File: src/rtl/float_byte_assembler.sv
// Collects four bytes into an IEEE754 single-precision word for the float-to-fixed
// converter, flags inf/NaN and +/-0, and drops partial words that stall too long.
//
// state | meaning
// B0    | waiting for byte 0 of a word
// B1    | byte 0 collected, waiting for byte 1
// B2    | bytes 0..1 collected, waiting for byte 2
// B3    | bytes 0..2 collected, waiting for byte 3 (completes the word)
module float_byte_assembler #(
   parameter int BIG_ENDIAN = 0,
   parameter int TIMEOUT    = 1000
) (
   input  logic        clk,
   input  logic        rstn,
   input  logic        i_valid,
   output logic        i_ready,
   input  logic [7:0]  i_byte,
   output logic        o_valid,
   input  logic        o_ready,
   output logic [31:0] o_data,
   output logic        o_special,
   output logic        o_zero,
   output logic        o_timeout,
   output logic [15:0] o_word_cnt
);

   localparam int            CW = (TIMEOUT < 2) ? 1 : $clog2(TIMEOUT + 1);
   // Expiry is detected on the edge where the counter would reach TIMEOUT.
   localparam logic [CW-1:0] TC = CW'(TIMEOUT - 1);

   typedef enum logic [1:0] {
      B0 = 2'd0,
      B1 = 2'd1,
      B2 = 2'd2,
      B3 = 2'd3
   } state_t;

   state_t        r_state;
   logic [31:0]   r_collect;
   logic [CW-1:0] r_cnt;
   logic          r_o_valid;
   logic [31:0]   r_o_data;
   logic          r_o_special;
   logic          r_o_zero;
   logic          r_o_timeout;
   logic [15:0]   r_word_cnt;

   logic [31:0]   w_collect_nxt;
   logic [1:0]    w_lane;
   logic          w_in_hs;
   logic          w_out_hs;
   logic          w_last;
   logic          w_expire;

   assign i_ready    = !r_o_valid || o_ready;
   assign w_in_hs    = i_valid && i_ready;
   assign w_out_hs   = r_o_valid && o_ready;
   assign w_last     = w_in_hs && (r_state == B3);
   assign w_lane     = (BIG_ENDIAN != 0) ? ~2'(r_state) : 2'(r_state);
   // A byte arriving on the expiry cycle wins over the timeout.
   assign w_expire   = (TIMEOUT != 0) && (r_state != B0) && !w_in_hs && (r_cnt == TC);

   assign o_valid    = r_o_valid;
   assign o_data     = r_o_data;
   assign o_special  = r_o_special;
   assign o_zero     = r_o_zero;
   assign o_timeout  = r_o_timeout;
   assign o_word_cnt = r_word_cnt;

   always_comb begin
      w_collect_nxt = r_collect;
      case (w_lane)
         2'd0:    w_collect_nxt[7:0]   = i_byte;
         2'd1:    w_collect_nxt[15:8]  = i_byte;
         2'd2:    w_collect_nxt[23:16] = i_byte;
         default: w_collect_nxt[31:24] = i_byte;
      endcase
   end

   always_ff @(posedge clk or negedge rstn) begin
      if (!rstn) begin
         r_state     <= B0;
         r_collect   <= '0;
         r_cnt       <= '0;
         r_o_valid   <= 1'b0;
         r_o_data    <= '0;
         r_o_special <= 1'b0;
         r_o_zero    <= 1'b0;
         r_o_timeout <= 1'b0;
         r_word_cnt  <= '0;
      end else begin
         if (w_in_hs) begin
            case (r_state)
               B0:      r_state <= B1;
               B1:      r_state <= B2;
               B2:      r_state <= B3;
               default: r_state <= B0;
            endcase
         end else if (w_expire) begin
            r_state <= B0;
         end

         if (w_last || w_expire) begin
            r_collect <= '0;
         end else if (w_in_hs) begin
            r_collect <= w_collect_nxt;
         end

         if ((r_state == B0) || w_in_hs || w_expire) begin
            r_cnt <= '0;
         end else begin
            r_cnt <= r_cnt + CW'(1);
         end

         // A new word may replace the one handshaking out in the same cycle.
         if (w_last) begin
            r_o_valid   <= 1'b1;
            r_o_data    <= w_collect_nxt;
            r_o_special <= &w_collect_nxt[30:23];
            r_o_zero    <= ~|w_collect_nxt[30:0];
         end else if (w_out_hs) begin
            r_o_valid   <= 1'b0;
         end

         r_o_timeout <= w_expire;

         if (w_out_hs) begin
            r_word_cnt <= r_word_cnt + 16'd1;
         end
      end
   end

endmodule

File: config.mk
export PLATFORM = sky130hd
export DESIGN_NAME = float_byte_assembler
export DESIGN_NICKNAME = d
export VERILOG_FILES = /design/src/rtl/float_byte_assembler.sv
export SDC_FILE = /design/constraint.sdc
export NUM_CORES = 1
export LEC_CHECK = 0
export CAP_MARGIN = 10
export CORE_MARGIN = 4
export CORE_UTILIZATION = 47
export DETAILED_ROUTE_END_ITERATION = 12
export DONT_BUFFER_PORTS = 1
export GPL_ROUTABILITY_DRIVEN = 1
export HOLD_SLACK_MARGIN = 0.1
export PLACE_DENSITY_LB_ADDON = 0.08
export SLEW_MARGIN = 40
export SYNTH_ARGS = -nofsm -noshare
export SYNTH_HDL_FRONTEND = slang
export SYNTH_SLANG_ARGS = --single-unit
File: constraint.sdc
create_clock -name clk -period 1.8 [get_ports clk]
set_input_delay 0.09 -clock clk [delete_from_list [all_inputs] [get_ports clk]]
set_output_delay 0.09 -clock clk [all_outputs]
set_load 0.005 [all_outputs]
==> results of run 1 <==
[per-layer routing]
layer / global-route usage / up-vias / wire length (um)
met5: 0 / - / 0
met4: 0.0684 / 0 / 204
met2: 0.310 / 77 / 5120
li1: - / 1559 / -
met3: 0.0414 / 17 / 466
met1: 0.267 / 1628 / 4830
[path summary, 6_finish.rpt]
kind	from	endpoint	slack (ns)	depth (start not counted)
setup / recovery	r_state[1]$_DFFE_PN0P_	o_zero$_DFFE_PN0P_	-0.08	6
hold / removal	rstn	o_word_cnt[10]$_DFFE_PN0P_	-0.59	0
setup reg to reg	r_state[1]$_DFFE_PN0P_	o_zero$_DFFE_PN0P_	-0.08	6
hold reg to reg	o_word_cnt[15]$_DFFE_PN0P_	o_word_cnt[15]$_DFFE_PN0P_	0.50	1
max in group asynchronous	rstn	r_state[0]$_DFFE_PN0P_	2.26	0
min in group clk	i_byte[1]	o_zero$_DFFE_PN0P_	0.06	4
[where the power goes]
part / total (W) / internal (W) / switching [W]
Clock: 0.00140 / 0.000645 / 0.000758
Combinational: 0.00307 / 0.00161 / 0.00147
Sequential: 0.00348 / 0.00285 / 0.000630
[sequential cells by signal, indices dropped and copies added (netlist names)]
signal / flops
o_zero: 1
o_timeout: 1
r_cnt: 10
o_valid: 1
o_word_cnt: 16
o_special: 1
r_collect: 32
o_data: 32
r_state: 2
[Yosys cell counts]
master     instances  area share
nor4_2             1      0.0028
nand4_1            6      0.0085
xnor2_1           13       0.026
nand2b_1           1      0.0014
nand2_1           43       0.037
nor3_1            16       0.018
dfrtp_1           96        0.54
o2111ai_1          2      0.0040
a21o_1             1      0.0017
o31ai_1            3      0.0051
o21ai_0           35       0.040
o221ai_1           1      0.0020
a221oi_1           1      0.0020
nor4b_1            1      0.0020
o2bb2ai_1          3      0.0060
a21oi_1            2      0.0023
a22o_1            34       0.067
or3_1              2      0.0028
and3_1             3      0.0043
and2_1             4      0.0057
and4_1             1      0.0020
ha_1               7       0.020
nor2b_1            5      0.0071
a22oi_1            1      0.0017
mux2_2             1      0.0026
nand3_1           12       0.014
xor2_1            10       0.020
nor2_1            22       0.019
and4b_1            1      0.0023
nand3b_1           1      0.0017
mux2i_1           33       0.075
a32oi_1            1      0.0020
nor3b_1            2      0.0034
inv_1             10      0.0085
buf_2              7      0.0079
or4_1              3      0.0051
nor4_1             4      0.0057
clkbuf_1          16       0.014
o22ai_1            3      0.0043
buf_1              3      0.0026
[through the flow]
step           setup TNS (ns)  utilization
6_report              -0.0810        0.579
5_1_grt                -0.388        0.579
4_1_cts               -0.0480        0.563
3_5_place_dp            -1.16        0.525
3_3_place_gp           -0.967        0.525
2_1_floorplan           -1.12            -
[kinds of logic after synthesis]
kind of cell	count (synthesis)	synth area share
AND/OR/NAND/NOR	128	0.142
flip-flops	96	0.545
AO/OA/AOI/OAI	87	0.138
buffers and inverters	36	0.0326
multiplexers	34	0.0774
XOR/XNOR	23	0.0457
adder cells (fa/ha/maj)	7	0.0199
[worst max-delay path, delay by kind of cell, from the launching register on]
kind	cells	cell delay, ns
fa+ha+maj	1	0.16
buf+inv	1	0.18
compound gates	2	0.35
simple gates	2	0.66
flops	1	0.45
[final cells by class]
cell class	instances	area (um2)
clock buffers	9	124
clock inverters	7	71.3
fillers	777	3880
inverters	10	40.0
multi-input cells	279	2010
flip-flops and latches	96	2400
well taps	111	139
repair buffers	63	532
[placed cells by master, fill, tap and decap left out, drive strengths merged, types with 2 or more instances in the layout]
master       count
o21ai           35
clkbuf           9
nand4            6
o22ai            3
and3             3
clkinv           5
nand2           43
xnor2           13
and2             4
nor2            22
dlygate4sd3     11
or3              2
nor3b            2
nand3           12
nor2b            5
ha               7
o31ai            3
o2bb2ai          3
xor2            10
dfrtp           96
buf             52
a22o            34
inv             11
nor3            16
a21oi            2
mux2i           33
o2111ai          2
nor4             5
or4              3
[what timing repair did]
action                                  CTS  global route
endpoints found under the hold margin   167           112
endpoints found under the setup margin   32            49
setup buffers                             0             4
resized for setup                        15            21
hold buffers                              9             2
pin swaps                                 2             3
==> results by stage, run 1 <==
Clock tree:
- TritonCTS built the clock tree.
- The root buffer cell is clkbuf_8.
- For the worst-skew pair, the clock arrives at the later sink with an insertion delay of 0.36 ns.
- The clock-pin transition on the worst setup and hold timing paths is around 0.10 ns.
- The number of clock sinks seen by CTS is 96.
- Counting the buffers created by CTS gives 9.
- The H-tree generated during clock tree synthesis spans 3 levels.
- The deepest clock path buffer count is 2.

Setup path:
- The kind of critical path is flip-flop to flip-flop.
- Walking the worst path, the cells encountered are buf_4, ha_4, nor3_1, o2111ai_1, or4_1, o31ai_1.
- The cell with the largest stage delay on the worst path is or4_1.
- The maximum single-stage delay on the critical path is 0.53 ns.
- The kind of start point of the critical path is a flip-flop.
- For the worst setup path, the data arrival time is 2.15 ns.
- STA puts the critical path data required time at 2.07 ns.
- Of all nets on the critical path, the largest fanout is 4.
- The kind of capture point of the worst setup path is a flip-flop.

STA:
- The smallest clock period supported by the final layout is computed as 1.88 ns.
- The post-route clock period utilization is 1.04.
- The remaining max-slew budget at the tightest pin is 0.626.
- The number of setup violations in the final report is 1.
- Hold timing on the final database bottoms out at a slack of -0.589 ns.
- The slew of the pin with the lowest slew margin is around 0.56 ns.
- Setup slack on the critical path of the routed design comes to -0.0810 ns.
- Setup repair after global routing could not meet its margin everywhere.
- The final hold violation count came to 96.
- The clock skew is 0.0104 ns.
- The timing-limited maximum frequency is approximately 0.53 GHz.
- The final max-slew violation count was 0.

Layout:
- The share of layout cells above drive strength 1 is 0.207.
- The post-layout instance area is 5320 um2.
- The diode insertion count for antenna repair is 0.
- The number of nets at the end of the flow is between 400 and 500.
- Once layout is complete, the cells apart from fillers number 575.
- From synthesis to final layout, the design area changed by 20.6%.

Die:
- The initial core utilization is 0.480.
- The floorplan die width is 105 um.
- The site row count is 35.
- The core region area is 9200 um2.
- In this run the vertical extent of the chip is 105 um.
- The I/O pin count is 65.
- The area of the die is 11000 um2.

GRT:
- The number of global-route vias before repair was 3300.
- Across every metal layer, demand over resource in global routing totals 0.196.
- For this run the aggregate overflow at the end of global routing stands at 0.
- The initial antenna violation count is 0.
- Entering global routing, the biggest net connects 97 pins.
- The first global-routing pass estimated 17200 um of wire.

Synthesis:
- The post-synthesis cell type count is 40.
- Synthesis produced a netlist whose cell count is 411.
- The portion of the post-synthesis area used by sequential elements is 0.545.
- Synthesis produced a netlist with a net count of 430.
- The summed instance area of the synthesized netlist is around 4400 um2.
- The mean cell area of the mapped netlist is 10.7 um2.
- Counting flops and latches in the post-synthesis netlist gives between 90 and 100.
- During synthesis, Yosys emitted a total of 0 warnings.

Power:
- The worst ir drop on vdd is about 0.67 mV.
- The leakage component of the power is 2.42 nW.
- The total power is 0.00795 W.
- The power density over cell area is 1500 nW/um2.

Route:
- The number of nets with antenna violations after detailed routing is 0.
- For this block, the initial DRC count from the detailed router was 122.
- In the final routed layout, each cell accounts on average for 18.5 um.
- The final layout contains routed wiring with a total length of around 11000 um.
- Dividing the detail-routed via count by the number of cells gives 5.71.
- In the routed design, unresolved DRC markers number 0.
- The first-pass iteration count of the detailed router is 5.
- Across all layers, the routed design uses 3281 vias.

Status:
- The checks that failed: hold timing, setup timing.
- The flow ran to the end, but the final reports show violations.

Placement:
- The half-perimeter wire length after placement is 6940 um.
- Summing all placed instances gives a cell area of 4830 um2.
- Counting tap cells, the placed design contains a total of 544 instances.
- The final estimated routing congestion in global placement is approximately 0.83.
- The number of input and output port buffers inserted is 0.
- The pre-CTS setup slack is -0.121 ns.

Flow run:
- Max-cap violations in this run came to 0.

Worst hold path:
- The classification of the worst-slack hold path is primary input to async pin.
Note: power is estimated with default switching activity, not from simulation.
==> inputs of run 2 (changes only) <==
==> constraint.sdc (replaced) <==
create_clock -name clk -period 1.95 [get_ports clk]
set_input_delay 0.0975 -clock clk [delete_from_list [all_inputs] [get_ports clk]]
set_output_delay 0.0975 -clock clk [all_outputs]
set_load 0.005 [all_outputs]
==> run 2 against run 1 <==
Compared with the run above:
- first-iteration DRC count decreased by 16%
- via count is 3.7% lower
- flip-flop and latch count is the same
- critical endpoint unchanged
- the flow finishes with violations (hold timing)
==> results by stage, run 2 (synthesized netlist as in run 1, its figures left out) <==
Status:
- Outcome: finished with violations (unchanged).
- Violated checks: hold timing (was hold timing, setup timing).

Setup path:
- The highest net fanout along the worst path is 5 (was 4).
- The kind of start point of the critical path is a flip-flop (unchanged).
- The start of the worst register-to-register path was r_state[0]$_DFFE_PN0P_ (was r_state[1]$_DFFE_PN0P_).
- The start point of the critical path is r_state[0]$_DFFE_PN0P_ (was r_state[1]$_DFFE_PN0P_).
- The worst endpoint required time came to 2.22 ns (was 2.07 ns).
- The kind of critical path is flip-flop to flip-flop (unchanged).
- Cell chain of the critical path: inv_2, ha_4, nor3b_1, o2111ai_1, or4_1, o31ai_1 (was buf_4, ha_4, nor3_1, o2111ai_1, or4_1, o31ai_1).
- The kind of capture point of the worst setup path is a flip-flop (unchanged).
- The cell with the largest stage delay on the worst path is or4_1 (unchanged).
- The critical path arrival is 2.13 ns (was 2.15 ns).
- The cell type group with the largest total delay on the critical path was simple AND/OR/NAND/NOR gates (unchanged).
- The count of buffer and inverter cells on the critical path is 1 (unchanged).
- The cell count of the worst reg-to-reg path was 6 (unchanged).
- The endpoint of the lowest-slack register-to-register path is o_zero$_DFFE_PN0P_ (unchanged).
- The worst setup slack for register-to-register paths came to 0.08 ns (was -0.08 ns).
- The maximum single-stage delay on the critical path came to 0.55 ns (was 0.53 ns).

Layout:
- The diode insertion count for antenna repair was 0 (unchanged).
- The number of nets at the end of the flow was 460 (was 478).
- The share of layout cells above drive strength 1 was 0.145 (was 0.207).
- The most common cell after layout, fill and taps aside is dfrtp_1 (unchanged).
- Commonest non-fill, non-tap cells in the layout: dfrtp_1 (95), nand2_1 (43), o21ai_0 (35) (was dfrtp_1 (95), buf_4 (46), nand2_1 (43)).
- The final core utilization is 0.555 (was 0.579).
- The number of non-filler instances in the completed layout is 553 (was 575).
- The layout overhead on the synthesized area is 15.7% (was 20.6%).

Die:
- The site row count is 35 (unchanged).
- The chip height is 105 um (unchanged).
- The core region area is 9200 um2 (unchanged).
- The I/O pin count is 65 (unchanged).
- The initial core utilization is 0.480 (unchanged).
- The area of the die is 11000 um2 (unchanged).
- The floorplan die width came to 105 um (unchanged).

Route:
- The routed wire length is 10500 um (was 10600 um).
- The number of remaining DRC errors is 0 (unchanged).
- The average vias per placed instance is 5.72 (was 5.71).
- The number of nets with antenna violations after detailed routing is 0 (unchanged).
- The total number of vias is 3161 (was 3281).
- The first-pass iteration count of the detailed router is 4 (was 5).
- The routed wirelength normalized by instance count is 19.0 um (was 18.5 um).
- The number of DRC violations after detailed-routing iteration 0 was 102 (was 122).

Power:
- The leakage component of the power is 2.30 nW (was 2.42 nW).
- The total power is 0.00700 W (was 0.00795 W).
- The worst ir drop on vdd came to 0.592 mV (was 0.672 mV).
- The power density over cell area is 1370 nW/um2 (was 1500 nW/um2).

GRT:
- The global-route wire length before repair is 17100 um (was 17200 um).
- The largest net degree at the start of global routing is 97 (unchanged).
- The leftover overflow at the end of global routing came to 0 (unchanged).
- The number of global-route vias before repair is 3119 (was 3300).
- The initial antenna violation count was 0 (unchanged).
- The total global routing track utilization is 0.197 (was 0.196).

STA:
- The post-layout minimum cycle time is 1.87 ns (was 1.88 ns).
- The final max-slew violation count was 0 (unchanged).
- The final hold violation count is 96 (unchanged).
- The minimum setup slack in the final design is 0.0844 ns (was -0.0810 ns).
- The clock skew is 0.0120 ns (was 0.0104 ns).
- The smallest hold slack came to -0.572 ns (was -0.589 ns).
- The timing-limited maximum frequency is 0.536 GHz (was 0.532 GHz).
- The post-route clock period utilization is 0.957 (was 1.04).
- The remaining max-slew budget at the tightest pin is 0.571 (was 0.626).
- The number of setup violations in the final report is 0 (was 1).
- The slew of the pin with the lowest slew margin was 0.641 ns (was 0.560 ns).
- The total negative setup slack was 0 ns (was -0.0810 ns).

Placement:
- The number of input and output port buffers inserted is 0 (unchanged).
- The final estimated routing congestion in global placement is 0.811 (was 0.833).
- The cell count after placement is 527 (was 544).
- The pre-CTS setup slack is -0.0330 ns (was -0.121 ns).
- The half-perimeter wire length after placement is 6700 um (was 6940 um).

Clock tree:
- The root buffer cell was clkbuf_8 (unchanged).
- The number of clock sinks seen by CTS was 96 (unchanged).
- The clock tree from TritonCTS is yes (unchanged).
- The deepest clock path buffer count is 2 (unchanged).
- The clock-pin transition on the worst setup and hold timing paths is 0.09 ns (was 0.10 ns).
- The CTS buffer count is 9 (unchanged).
- The H-tree level count is 3 (unchanged).
- The latest clock arrival within the worst-skew pair is 0.35 ns (was 0.36 ns).

Worst hold path:
- The classification of the worst-slack hold path is primary input to async pin (unchanged).

Flow run:
- The number of maximum-capacitance violations is 0 (unchanged).
-- run 2: cell count changes in the layout (fill, tap and decap cells not counted), sizes merged --
cell | previous run | this run
buf | 52 | 32
clkinv | 5 | 1
dlygate4sd3 | 11 | 13
clkbuf | 9 | 10
inv | 11 | 10
-- run 2: what timing repair did --
item | 4_1_cts | 5_1_grt
endpoints found under the setup margin | 1 | 37
hold endpoints to repair | 166 | 105
setup buffers | 1 | 0
pin swaps | 0 | 2
hold buffers | 12 | 1
gates resized for setup | 2 | 20
-- run 2: how the worst max path moves through the flow --
| stage | cells past startpoint | to | slack, ns |
|---|---|---|---|
| 4_1_cts | 6 | o_zero$_DFFE_PN0P_ | 0.002 |
| 6_report | 6 | o_zero$_DFFE_PN0P_ | 0.08 |
| 2_1_floorplan | 7 | o_zero$_DFFE_PN0P_ | 0.07 |
| 3_5_place_dp | 6 | o_zero$_DFFE_PN0P_ | -0.03 |
| 5_1_grt | 7 | o_zero$_DFFE_PN0P_ | -0.03 |
| 3_3_place_gp | 6 | o_zero$_DFFE_PN0P_ | 0.008 |
-- run 2: final cells by class --
type	count	area [um2]
Fill cell	811	4090
Sequential cell	96	2400
Multi-Input combinational cell	279	1970
Timing Repair Buffer	45	395
Tap cell	111	139
Clock buffer	10	128
Inverter	10	37.5
Clock inverter	2	35.0
-- run 2: layer usage --
layer,track usage,vias up,wire [um]
met1,0.284,1545,4830
met5,0,-,0
met4,0.0619,0,262
met2,0.298,70,4960
li1,-,1526,-
met3,0.0439,20,442
-- run 2: per-stage QoR --
stage	hold WS, ns	cell area, um2
final	-0.572	5100
after global routing	-0.593	5100
after CTS	-0.580	5000
after detailed placement	-0.196	4710
after global placement	-0.196	4710
after floorplan	-0.198	4410
-- run 2: power by group --
group          switching [W]  total [W]  internal [W]
registers           0.000581    0.00321       0.00263
logic                0.00128    0.00259       0.00132
clock network       0.000634    0.00120      0.000565
-- run 2: worst register-to-register path, cell delays in order (launching register included) --
cell and delay (ns):
dfrtp_2 0.45, inv_2 0.10, ha_4 0.16, nor3b_1 0.17, o2111ai_1 0.13, or4_1 0.55
o31ai_1 0.23
==> inputs of run 3 (changes only) <==
--- a/config.mk
+++ b/config.mk
@@ -12,7 +12,10 @@
 export DONT_BUFFER_PORTS = 1
 export GPL_ROUTABILITY_DRIVEN = 1
 export HOLD_SLACK_MARGIN = 0.1
+export MAX_ROUTING_LAYER = met4
 export PLACE_DENSITY_LB_ADDON = 0.08
+export RECOVER_POWER = 100
+export REMOVE_ABC_BUFFERS = 1
 export SLEW_MARGIN = 40
 export SYNTH_ARGS = -nofsm -noshare
 export SYNTH_HDL_FRONTEND = slang
==> run 3 against run 2 <==
Compared with the run above:
- combinational power decreased by 6%
- flip-flop and latch count unchanged
- fmax decreased by 0.71%
- largest cell class unchanged
- die area unchanged
- worst hold slack got worse by 0.0056 ns
- the run still ends with hold timing left
- cell area decreased by 1.8%
- critical endpoint unchanged
- clock-buffer cell count increased by 2
- via count increased by 0.25%
==> results by stage, run 3 (synthesized netlist as in run 1, its figures left out) <==
Route:
- The number of nets with antenna violations after detailed routing is 0 (unchanged).
- The number of remaining DRC errors is 0 (unchanged).
- The total met3 wirelength after detailed routing is 508 um (was 442 um).
- The topmost layer with routed signal wires is met4 (unchanged).
- The routed wire length was 10400 um (was 10500 um).
- The average vias per placed instance is 5.83 (was 5.72).
- The total number of vias came to 3169 (was 3161).
- The first-pass iteration count of the detailed router is 4 (unchanged).
- The total length of routed met2 wires came to 4820 um (was 4960 um).
- The length of routed wiring on met1 was 4980 um (was 4830 um).
- The number of DRC violations after detailed-routing iteration 0 is 174 (was 102).
- The routed wirelength normalized by instance count is 19.1 um (was 19.0 um).

Layout:
- The register area is 2400 um2 (about the same).
- The final core utilization was 0.545 (was 0.555).
- The diode insertion count for antenna repair came to 0 (unchanged).
- The number of fill cells in the layout was 811 (unchanged).
- The layout overhead on the synthesized area is 13.7% (was 15.7%).
- The share of layout cells above drive strength 1 is 0.115 (was 0.145).
- The area taken by multi-input logic gates is 1950 um2 (was 1970 um2).
- The post-layout instance area came to 5010 um2 (was 5100 um2).
- The most common cell after layout, fill and taps aside is dfrtp_1 (unchanged).
- The number of nets at the end of the flow came to 447 (was 460).
- Commonest non-fill, non-tap cells in the layout: dfrtp_1 (94), nand2_1 (43), o21ai_0 (35) (was dfrtp_1 (95), nand2_1 (43), o21ai_0 (35)).

Clock tree:
- The clock tree from TritonCTS is yes (unchanged).
- The clock-pin transition on the worst setup and hold timing paths is 0.09 ns (about the same).
- The number of clock sinks seen by CTS was 96 (unchanged).
- The CTS buffer count came to 9 (unchanged).
- The root buffer cell is clkbuf_8 (unchanged).
- The latest clock arrival within the worst-skew pair is 0.36 ns (was 0.35 ns).
- The H-tree level count is 3 (unchanged).
- The deepest clock path buffer count is 2 (unchanged).

STA:
- The remaining max-slew budget at the tightest pin is 0.514 (was 0.571).
- The clock skew came to 0.0124 ns (was 0.0120 ns).
- The post-layout minimum cycle time is 1.88 ns (was 1.87 ns).
- The final hold violation count came to 96 (unchanged).
- The smallest hold slack is -0.578 ns (was -0.572 ns).
- The slew of the pin with the lowest slew margin was 0.727 ns (was 0.641 ns).
- The post-route clock period utilization is 0.964 (was 0.957).
- The final max-slew violation count came to 0 (unchanged).
- The number of setup violations in the final report is 0 (unchanged).
- The timing-limited maximum frequency is 0.532 GHz (was 0.536 GHz).

Setup path:
- The critical path arrival came to 2.14 ns (was 2.13 ns).
- Cell chain of the critical path: inv_4, ha_4, nor4b_2, a21oi_1, or4_1, o31ai_1 (was inv_2, ha_4, nor3b_1, o2111ai_1, or4_1, o31ai_1).
- The highest net fanout along the worst path is 7 (was 5).
- The worst setup slack for register-to-register paths is 0.07 ns (was 0.08 ns).
- The cell with the largest stage delay on the worst path was or4_1 (unchanged).
- The kind of start point of the critical path is a flip-flop (unchanged).
- The cell count of the worst reg-to-reg path is 6 (unchanged).
- The kind of capture point of the worst setup path was a flip-flop (unchanged).
- The start of the worst register-to-register path is r_state[0]$_DFFE_PN0P_ (unchanged).
- The maximum single-stage delay on the critical path is 0.54 ns (was 0.55 ns).
- The kind of critical path is flip-flop to flip-flop (unchanged).
- The worst endpoint required time is 2.22 ns (about the same).
- The endpoint of the lowest-slack register-to-register path is o_zero$_DFFE_PN0P_ (unchanged).

Power:
- The worst ir drop on vdd is 0.622 mV (was 0.592 mV).
- The total power is 0.00702 W (was 0.00700 W).
- The power density over cell area came to 1400 nW/um2 (was 1370 nW/um2).
- The leakage component of the power is 2.23 nW (was 2.30 nW).

Flow run:
- The number of maximum-capacitance violations came to 0 (unchanged).

GRT:
- The global-route wire length before repair is 17000 um (was 17100 um).
- The initial antenna violation count is 0 (unchanged).
- The total global routing track utilization came to 0.201 (was 0.197).
- The largest net degree at the start of global routing is 97 (unchanged).
- The leftover overflow at the end of global routing is 0 (unchanged).
- The number of global-route vias before repair is 3145 (was 3119).

Die:
- The site row count is 35 (unchanged).
- The initial core utilization is 0.480 (unchanged).
- The chip height is 105 um (unchanged).
- The I/O pin count was 65 (unchanged).
- The core region area is 9200 um2 (unchanged).
- The area of the die is 11000 um2 (unchanged).
- The floorplan die width is 105 um (unchanged).

Placement:
- The half-perimeter wire length after placement is 6640 um (was 6700 um).
- The final estimated routing congestion in global placement is 0.823 (was 0.811).
- The number of input and output port buffers inserted is 0 (unchanged).
- The total placed instance area is 4610 um2 (was 4710 um2).

Status:
- Outcome: finished with violations (unchanged).
- Violated checks: hold timing (unchanged).

Worst hold path:
- The classification of the worst-slack hold path is primary input to async pin (unchanged).
## run 3: area by class of cell
| type | instances | area share |
|---|---|---|
| inverter | 10 | 0.00848 |
| timing repair buffer | 32 | 0.0544 |
| tap | 111 | 0.0277 |
| sequential | 96 | 0.480 |
| clock inverter | 4 | 0.0105 |
| clock buffer | 12 | 0.0309 |
| multi-input combinational | 279 | 0.388 |
## run 3: how the worst max path moves through the flow
| stage | startpoint | to | depth (start not counted) |
|---|---|---|---|
| 2_1_floorplan | o_valid$_DFFE_PN0P_ | o_special$_DFFE_PN0P_ | 4 |
| 3_3_place_gp | r_state[1]$_DFFE_PN0P_ | o_zero$_DFFE_PN0P_ | 6 |
| 3_5_place_dp | r_state[0]$_DFFE_PN0P_ | o_zero$_DFFE_PN0P_ | 6 |
| 4_1_cts | r_state[0]$_DFFE_PN0P_ | o_zero$_DFFE_PN0P_ | 6 |
| 5_1_grt | r_state[0]$_DFFE_PN0P_ | o_zero$_DFFE_PN0P_ | 5 |
| 6_report | r_state[0]$_DFFE_PN0P_ | o_zero$_DFFE_PN0P_ | 6 |
## run 3: timing repair
item                                    4_1_cts  5_1_grt
hold buffers                                 10        1
endpoints found under the hold margin       166       97
pin swaps                                     0        2
endpoints found under the setup margin        1        1
gates resized for setup                       5       14
setup buffers                                 0        1
## run 3: report_power, final
part / switching (W) / leakage (nW) / internal [W] / total (W)
sequential: 0.000606 / 1.27 / 0.00263 / 0.00324
combinational: 0.00124 / 0.862 / 0.00121 / 0.00244
clock: 0.000671 / 0.0948 / 0.000664 / 0.00134
## run 3: routing by layer
layer | vias up | global-route usage
li1 | 1506 | -
met1 | 1576 | 0.279
met2 | 79 | 0.298
met3 | 8 | 0.0494
met4 | 0 | 0.0506
met5 | - | -
## run 3: through the flow
stage / instances / setup WS (ns) / TNS, ns / hold WS [ns]
after floorplan: 385 / -0.434 / -11.01 / -0.198
after detailed placement: 516 / -0.0125 / -0.0125 / -0.196
after CTS: 542 / 0.0161 / 0 / -0.595
after global placement: 516 / 0.0637 / 0 / -0.196
after global routing: 544 / -0.0295 / -0.0295 / -0.613
final: 544 / 0.0710 / 0 / -0.578
## run 3: critical path: cells and delay by family (launching register included)
family	cells	cell delay (ns)
adders and majority gates	1	0.18
buffers and inverters	1	0.10
AOI/OAI and AO/OA	2	0.29
DFF	1	0.48
and+or+nand+nor	2	0.74
